[config.mk]
export PLATFORM = sky130hd
export DESIGN_NAME = mmu_ctrl
export DESIGN_NICKNAME = d
export VERILOG_FILES = /design/src/rtl/mmu_ctrl.sv
export SDC_FILE = /design/constraint.sdc
export NUM_CORES = 1
export LEC_CHECK = 0
export BUFFER_PORTS_ARGS = -buffer_cell sky130_fd_sc_hd__buf_2
export CAP_MARGIN = 25
export CORE_MARGIN = 2
export CORE_UTILIZATION = 50
export CTS_BUF_LIST = sky130_fd_sc_hd__clkbuf_4
export DETAILED_ROUTE_END_ITERATION = 8
export PLACE_DENSITY = 0.74
export RECOVER_POWER = 100
export SETUP_SLACK_MARGIN = 0.1
export SYNTH_ARGS = -nofsm -noshare
export SYNTH_HDL_FRONTEND = slang
export SYNTH_SLANG_ARGS = --single-unit
[constraint.sdc]
create_clock -name clk -period 1.8 [get_ports clk]
set_clock_uncertainty 0.05 [all_clocks]
set_input_delay 0.18 -clock clk [delete_from_list [all_inputs] [get_ports clk]]
set_output_delay 0.18 -clock clk [all_outputs]
set_load 0.005 [all_outputs]
[src/rtl/mmu_ctrl.sv]
// Command sequencer for a matrix-multiply unit: weight load, optional swap, multiply.
// Also provides stream pass-throughs and a saturating count of unread results.
module mmu_ctrl #(
  parameter int unsigned TIMEOUT = 4096
) (
  input  logic       clk,
  input  logic       rst_n,
  input  logic       cmd_valid,
  input  logic [1:0] cmd_op,
  output logic       cmd_ready,
  output logic       cmd_done,
  output logic       busy,
  output logic       err,
  input  logic       err_clr,
  input  logic       w_valid,
  output logic       w_ready,
  input  logic       d_valid,
  output logic       d_ready,
  output logic       res_valid,
  input  logic       res_ready,
  input  logic       new_weight_rdy,
  output logic       new_weight_push,
  input  logic       data_in_rdy,
  output logic       data_in_push,
  input  logic       acc_out_rdy,
  output logic       acc_out_pop,
  input  logic       weight_ld_rdy,
  output logic       weight_ld_start,
  input  logic       weight_ld_done,
  output logic       weight_swap,
  input  logic       mult_rdy,
  output logic       mult_start,
  input  logic       mult_done,
  output logic [3:0] results_pending
);

  typedef enum logic [2:0] {
    S_IDLE     = 3'd0,
    S_WLD_REQ  = 3'd1,
    S_WLD_WAIT = 3'd2,
    S_SWAP     = 3'd3,
    S_MM_REQ   = 3'd4,
    S_MM_WAIT  = 3'd5,
    S_ERR      = 3'd6
  } state_e;

  localparam logic [1:0]  OP_LOAD_W = 2'b01;
  localparam logic [15:0] TMO_LAST  = 16'(TIMEOUT - 1);

  state_e      state_q, state_d;
  logic [1:0]  op_q, op_d;
  logic [15:0] tmo_q, tmo_d;
  logic        err_q, err_d;
  logic        rsv_done_q, rsv_done_d;
  logic [3:0]  pend_q, pend_d;
  logic        done_now_s;

  // Stream pass-throughs, independent of FSM state and reset
  assign w_ready         = new_weight_rdy;
  assign new_weight_push = w_valid & new_weight_rdy;
  assign d_ready         = data_in_rdy;
  assign data_in_push    = d_valid & data_in_rdy;
  assign res_valid       = acc_out_rdy;
  assign acc_out_pop     = acc_out_rdy & res_ready;

  assign cmd_ready       = (state_q == S_IDLE);
  assign busy            = (state_q != S_IDLE);
  assign err             = err_q;
  assign cmd_done        = done_now_s | rsv_done_q;
  assign results_pending = pend_q;

  // Next-state, strobes and timeout counter
  always_comb begin
    state_d         = state_q;
    op_d            = op_q;
    tmo_d           = 16'd0;
    err_d           = err_q;
    rsv_done_d      = 1'b0;
    done_now_s      = 1'b0;
    weight_ld_start = 1'b0;
    weight_swap     = 1'b0;
    mult_start      = 1'b0;
    case (state_q)
      S_IDLE: begin
        if (cmd_valid) begin
          op_d = cmd_op;
          case (cmd_op)
            2'b01, 2'b11: state_d = S_WLD_REQ;
            2'b10:        state_d = S_MM_REQ;
            default:      rsv_done_d = 1'b1;
          endcase
        end else begin
          state_d = S_IDLE;
        end
      end
      S_WLD_REQ: begin
        if (weight_ld_rdy) begin
          weight_ld_start = 1'b1;
          state_d         = S_WLD_WAIT;
        end else begin
          state_d = S_WLD_REQ;
        end
      end
      S_WLD_WAIT: begin
        tmo_d = tmo_q + 16'd1;
        // A done on the final allowed cycle still wins over the timeout
        if (weight_ld_done) begin
          if (op_q == OP_LOAD_W) begin
            state_d    = S_IDLE;
            done_now_s = 1'b1;
          end else begin
            state_d = S_SWAP;
          end
        end else if (tmo_q == TMO_LAST) begin
          state_d = S_ERR;
          err_d   = 1'b1;
        end else begin
          state_d = S_WLD_WAIT;
        end
      end
      S_SWAP: begin
        weight_swap = 1'b1;
        state_d     = S_MM_REQ;
      end
      S_MM_REQ: begin
        if (mult_rdy) begin
          mult_start = 1'b1;
          state_d    = S_MM_WAIT;
        end else begin
          state_d = S_MM_REQ;
        end
      end
      S_MM_WAIT: begin
        tmo_d = tmo_q + 16'd1;
        if (mult_done) begin
          state_d    = S_IDLE;
          done_now_s = 1'b1;
        end else if (tmo_q == TMO_LAST) begin
          state_d = S_ERR;
          err_d   = 1'b1;
        end else begin
          state_d = S_MM_WAIT;
        end
      end
      S_ERR: begin
        if (err_clr) begin
          state_d = S_IDLE;
          err_d   = 1'b0;
        end else begin
          state_d = S_ERR;
        end
      end
      default: begin
        state_d = S_IDLE;
        err_d   = 1'b0;
      end
    endcase
  end

  // Saturating count of completed but unread results
  always_comb begin
    pend_d = pend_q;
    case ({mult_done, acc_out_pop})
      2'b10: begin
        if (pend_q != 4'd15) begin
          pend_d = pend_q + 4'd1;
        end else begin
          pend_d = pend_q;
        end
      end
      2'b01: begin
        if (pend_q != 4'd0) begin
          pend_d = pend_q - 4'd1;
        end else begin
          pend_d = pend_q;
        end
      end
      default: pend_d = pend_q;
    endcase
  end

  // State registers
  always_ff @(posedge clk or negedge rst_n) begin
    if (!rst_n) begin
      state_q    <= S_IDLE;
      op_q       <= 2'b00;
      tmo_q      <= 16'd0;
      err_q      <= 1'b0;
      rsv_done_q <= 1'b0;
      pend_q     <= 4'd0;
    end else begin
      state_q    <= state_d;
      op_q       <= op_d;
      tmo_q      <= tmo_d;
      err_q      <= err_d;
      rsv_done_q <= rsv_done_d;
      pend_q     <= pend_d;
    end
  end

endmodule

# After elaboration in Yosys (flattened, before gate mapping)
# Index checks and enable logic that the tools add are counted.
[totals]
input_bits = 16
wordCells = 77
out_inout_bits = 17
regBits = 27
[classes]
bitwise = 5
muxes = 32
n_addsub = 3
reduce_logical = 11
eq_ne = 20
[ops]
columns = ["operator", "n"]
rows = [
  ["$pmux 3 s7", 1],
  ["$add 16x1->16 const B", 1],
  ["$eq 16x12->1 const B", 1],
  ["$mux 1", 16],
  ["$mux 16", 1],
  ["$mux 3", 5],
  ["$ne 2x2->1 const B", 5],
  ["$eq 3x3->1 const B", 3],
  ["$mux 4", 2],
  ["$pmux 4 s2", 1],
  ["$eq 2x1->1 const B", 3],
  ["$eq 2x2->1 const B", 3],
  ["$eq 3x2->1 const B", 2],
  ["$mux 2", 3],
  ["$pmux 3 s2", 1],
  ["$add 4x1->4 const B", 1],
  ["$ne 4x2->1 const B", 1],
  ["$ne 4x4->1 const B", 1],
  ["$pmux 1 s4", 1],
  ["$reduce_and 4->1", 1],
  ["$reduce_bool 4->1", 1],
  ["$reduce_or 2->1", 2],
  ["$reduce_or 4->1", 1],
  ["$sub 4x1->4 const B", 1],
  ["11 further kinds", 13],
]

# Depth between registers and ports, before layout
[logic_depth]
depth_word = 5
depth_mapped = 8
ltp_nobuf = 8

# Least setup slack after synthesis
# Ideal clock, no wire load.
[synth_timing]
path_type = "input-to-reg"
start = "in acc_out_rdy"
end = "reg pend_q[3], in the netlist results_pending[3]"
path_buffers = 0
t_arrival_ns = 1.494
required_ns = 1.670
setup_time_ns = 0.080
cell_stages = 8
path_slack_ns = 0.176
path_cell_list = "nand2_1 -> or2_2 -> inv_1 -> ha_1 -> a21o_1 -> a21oi_1 -> mux2i_1 -> xnor2_1"
[synth_via]
elab_chain_len = 4
elab_cells_between_ends = 8
classes_between = "4 x eq/ne; 1 x mux; 1 x bitwise; 2 x reduce/logical"
[synth_lines]
columns = ["element", "line_no", "rtl"]
rows = [
  ["start, declared", "25", "input logic acc_out_rdy,"],
  ["$and 1x1->1 *", "64", "assign acc_out_pop = acc_out_rdy & res_ready;"],
  ["$eq 2x1->1 / $eq 2x2->1 (equally long branches)", "163", "case ({mult_done, acc_out_pop})"],
  ["$ne 2x2->1 (no line) / $reduce_bool 2->1 (equally long branches)", "n/a", ""],
  ["$reduce_and 3->1 (no line)", "n/a", ""],
  ["end signal, assigned", "197", "pend_q <= pend_d;"],
  ["end, declared", "55", "logic [3:0] pend_q, pend_d;"],
]
# Mark *: on every way between the ends. The rest lies on a longest branch, timed or not.
# A chain may end at the register's enable or synchronous reset.

# Worst setup path in the final report
[layout_timing]
start = "reg state_q[2]"
end = "out weight_ld_start"
[layout_via]
elab_chain_len = 2
[layout_lines]
columns = ["element", "line_no", "rtl"]
rows = [
  ["start, declared", "50", "state_e state_q, state_d;"],
  ["start signal, assigned", "192", "state_q <= state_d;"],
  ["$eq 3x1->1", "83", "case (state_q)"],
  ["$mux 1", "83", ""],
  ["end, declared", "28", "output logic weight_ld_start,"],
]
# Every way passes these cells.

==> summary.md <==
| Metric | Value |
|---|---|
| Iter 0 DRT Violations | `66` |
| LEAKAGE | `0.0009000 uW` |
| Worst reg2reg path endpoint | `state_q[2]` |
| Share of layout cells above drive strength 1 | `0.2810` |
| Syn Area/Cell | `9.508 sq um` |
| Clock Sinks | `27` |
| Internal power | `1354 uW` |
| Net Sw Power | `883.4 uW` |
| Synth top area cells | `dfrtp_1, xor2_1, nor2_1, a21oi_1, nand3_1` |
| Total GRT Usage | `0.2133` |
| Row count | `20` |
| Reg2reg path depth | `4` |
| Core Area | `3003 sq um` |
| Reg clk slew, reported paths | `0.15 ns` |
| WP buf/inv | `3` |
| Initial antenna violation count | `0` |
| Post-synth top area cell | `dfrtp_1` |
| Count leader, synth | `dfrtp_1` |
| GP Congestion | `0.8451` |
| Die ar. | `3540 sq um` |
| Proportion of synthesized area in mux cells | `0.02762` |
| Setup CP Type | `reg -> out` |
| Tcrit/Tclk final | `0.9309` |
| Count of yosys warnings during synthesis | `0` |
| Synthesized-area fraction occupied by and/or/nand/nor cells | `0.2794` |
| PD cells | `1173 nW/um^2` |
| Initial Util | `0.5129` |
| Fmax | `0.5968 GHz` |
| Number of primary I/O pins | `33` |
| Area Overhead vs Synth | `23.80%` |
| Clock Tree Buf Depth | `2` |
| Worst hold path startpoint | `err_clr` |
| Post-synth top cells | `dfrtp_1, nor2_1, nand2_1` |
| Via count | `1382` |
| Reg2reg start | `tmo_q[12]` |
| WHS Path Cells | `4` |
| Vias in the first global route | `1348` |
| Async SR Flop Fraction | `1.000` |
| CP arrival | `1.45 ns` |
| Die Height | `59.50 um` |
| Ys flop type | `dfrtp_1` |
| Sw Share | `0.3948` |
| Overall Power | `2237 uW` |
| Yosys cell types | `42` |
| Diodes inserted | `0` |
| DIE WIDTH | `59.50 um` |
| Max_cap viols | `0` |
| Maximum VDD drop | `0.6538 mV` |
| GR Overflow Total | `0` |
| Final setup viols | `0` |
| Relative max-transition margin | `0.5526` |
| Final #Nets | `231` |
| Antenna violation net count after detailed routing | `0` |
| Skew-Pair Late Insertion Delay | `0.35 ns` |
| Final core utilization | `0.6350` |
| # DRC | `0` |
| Pins Over Slew Limit | `0` |
| Final Hold Viols | `0` |
| Setup crit end kind | `primary output` |
| Top delay family on crit path | `flip-flops` |
| Hold endpoint | `state_q[1]` |
| DR pass1 iterations | `4` |
| Largest net degree at the start of global routing | `28` |
| Actual slew at the worst max-slew pin | `0.6711 ns` |
| Via/cell ratio | `5.687` |
| RSZ-0062 raised after global routing | `yes` |
| WL/cell | `14.74 um` |
| Top fanout value on the critical path | `6` |
| Critical Path, Cell by Cell | `clkbuf_2 > buf_4 > nor3_1 > clkbuf_1` |
| Run status | `complete, no violations` |
| Post-route minimum period | `1.676 ns` |
| Adder-cell area share of the yosys netlist | `0.03737` |
| Worst path required time | `1.57 ns` |
| Post-synthesis xor/xnor area fraction | `0.07392` |
| Number of flops mapped to enable cells by yosys | `0` |
| Routed wire length | `3583 um` |
| FILL cells | `258` |
| Cell Area, Synth | `1540 sq um` |
| Synthesis-stage register bit count | `27` |
| Sequential area share after synthesis | `0.4387` |
| Root Driver | `clkbuf_4` |
| CTS tree | `built` |
| Num CTS Buffers | `3` |
| Startpoint Class | `flop` |
| Clock power frac | `0.133` |
| First-pass GRT wire length | `5747 um` |
| Hpwl dp | `2469 um` |
| R2r setup slk | `0.14 ns` |
| Largest stage delay on the critical path | `0.48 ns` |
| Post-synth top area share | `0.4387` |
| Post-Syn Nets | `182` |
| # port buffers | `32` |
| Highest-delay cell along the critical path | `dfrtp_2` |
| Compound-Gate Fraction of Synth Area | `0.09261` |
| Sequential Power Share | `0.411` |
| Post-synthesis cell count | `162` |
| Largest family of logic cells by synthesized area | `simple AND/OR/NAND/NOR gates` |
| Hold Crit Class | `in -> reg` |
| Depth of the CTS H-tree | `1` |
| Combinational Power Share | `0.457` |
worst max-delay path by stage:
stage	startpoint	end	slack (ns)	cells past startpoint
6_report	state_q[2]	weight_ld_start	0.12	4
5_1_grt	state_q[2]	tmo_q[7]	0.03	5
4_1_cts	state_q[2]	cmd_done	0.10	6
3_5_place_dp	acc_out_rdy	results_pending[3]	-0.02	9
3_3_place_gp	acc_out_rdy	results_pending[3]	0.08	9
2_1_floorplan	acc_out_rdy	results_pending[3]	0.18	8
flip-flops by register name, summed over array words and instances, names as in the netlist:
signal / count
tmo_q: 16
results_pending: 4
state_q: 3
op_q: 2
err: 1
rsv_done_q: 1
stage by stage:
step	hold WS (ns)	std cells	worst slack [ns]	TNS (ns)	cell area, sq um
2_1_floorplan	-0.1656	162	0.1757	0	1540
3_3_place_gp	0.1690	228	0.08036	0	1762
3_5_place_dp	0.1734	228	-0.02151	-0.02151	1762
4_1_cts	0.07753	239	0.1008	0	1856
5_1_grt	0.1019	243	0.03024	0	1907
6_report	0.08310	243	0.1244	0	1907
routing by layer:
layer,up-vias,wire length [um],global-route usage
met3,5,111,0.01965
met5,-,0,0
met2,35,1935,0.3721
met1,676,1482,0.2654
li1,666,-,-
met4,0,54,0.09841
cells in the final DEF, fill, tap and decap left out, types with 2 or more instances in the layout:
| cell type | synthesis | layout |
|---|---|---|
| a21oi_1 | 9 | 8 |
| and2_0 | 0 | 2 |
| and3_1 | 2 | 2 |
| and4_1 | 2 | 2 |
| buf_2 | 2 | 25 |
| buf_4 | 4 | 8 |
| buf_6 | 0 | 2 |
| clkbuf_1 | 2 | 12 |
| clkbuf_2 | 0 | 2 |
| clkbuf_4 | 0 | 4 |
| dfrtp_1 | 27 | 24 |
| dfrtp_2 | 0 | 3 |
| dlygate4sd3_1 | 0 | 3 |
| ha_1 | 3 | 2 |
| inv_1 | 8 | 8 |
| mux2_2 | 2 | 2 |
| mux2i_1 | 2 | 2 |
| nand2_1 | 10 | 10 |
| nand3_1 | 8 | 8 |
| nand4_1 | 6 | 6 |
| nor2_1 | 18 | 17 |
| nor3_1 | 3 | 3 |
| nor4_2 | 0 | 2 |
| o211ai_1 | 2 | 2 |
| o21ai_0 | 8 | 8 |
| or3_1 | 4 | 4 |
| or4_1 | 2 | 2 |
| xnor2_1 | 4 | 4 |
| xor2_1 | 9 | 9 |
cells by family (layout without fill, tap and decap cells):
family,count (synthesis),after routing
XOR/XNOR,13,13
buffers and inverters,16,64
AND/OR/NAND/NOR,74,74
multiplexers,4,4
adder cells (fa/ha/maj),4,4
flip-flops,27,27
AO/OA/AOI/OAI,24,24
final cells by class:
class	instances	area, sq um	share of cell area
clock buffers	4	30.03	0.01575
repair buffers	52	292.8	0.1535
flip-flops and latches	27	679.4	0.3563
well taps	33	41.29	0.02165
multi-input cells	119	833.3	0.4370
inverters	8	30.03	0.01575
repair_timing:
action | 4_1_cts | 5_1_grt
resized for setup | 3 | 15
hold buffers | 3 | 0
setup endpoints to repair | 6 | 8
pin swaps | 0 | 6
endpoints found under the hold margin | 28 | 0
setup buffers | 4 | 4
power groups by stage:
| stage | Sequential, uW | Combinational [uW] | Clock (uW) |
|---|---|---|---|
| floorplan | 866 | 599 | 0 |
| global placement | 921 | 847 | 0 |
| detailed placement | 935 | 875 | 0 |
| CTS | 908 | 954 | 301 |
| global route | 945 | 1140 | 322 |
| finish | 919 | 1020 | 297 |
worst register-to-register path: stages, from the launching register on:
cell and delay (ns):
dfrtp_1 0.45, nor4_2 0.41, nand4_4 0.15, or4_1 0.43, nand4b_1 0.13
No activity file was read; power rests on OpenSTA's default activity.
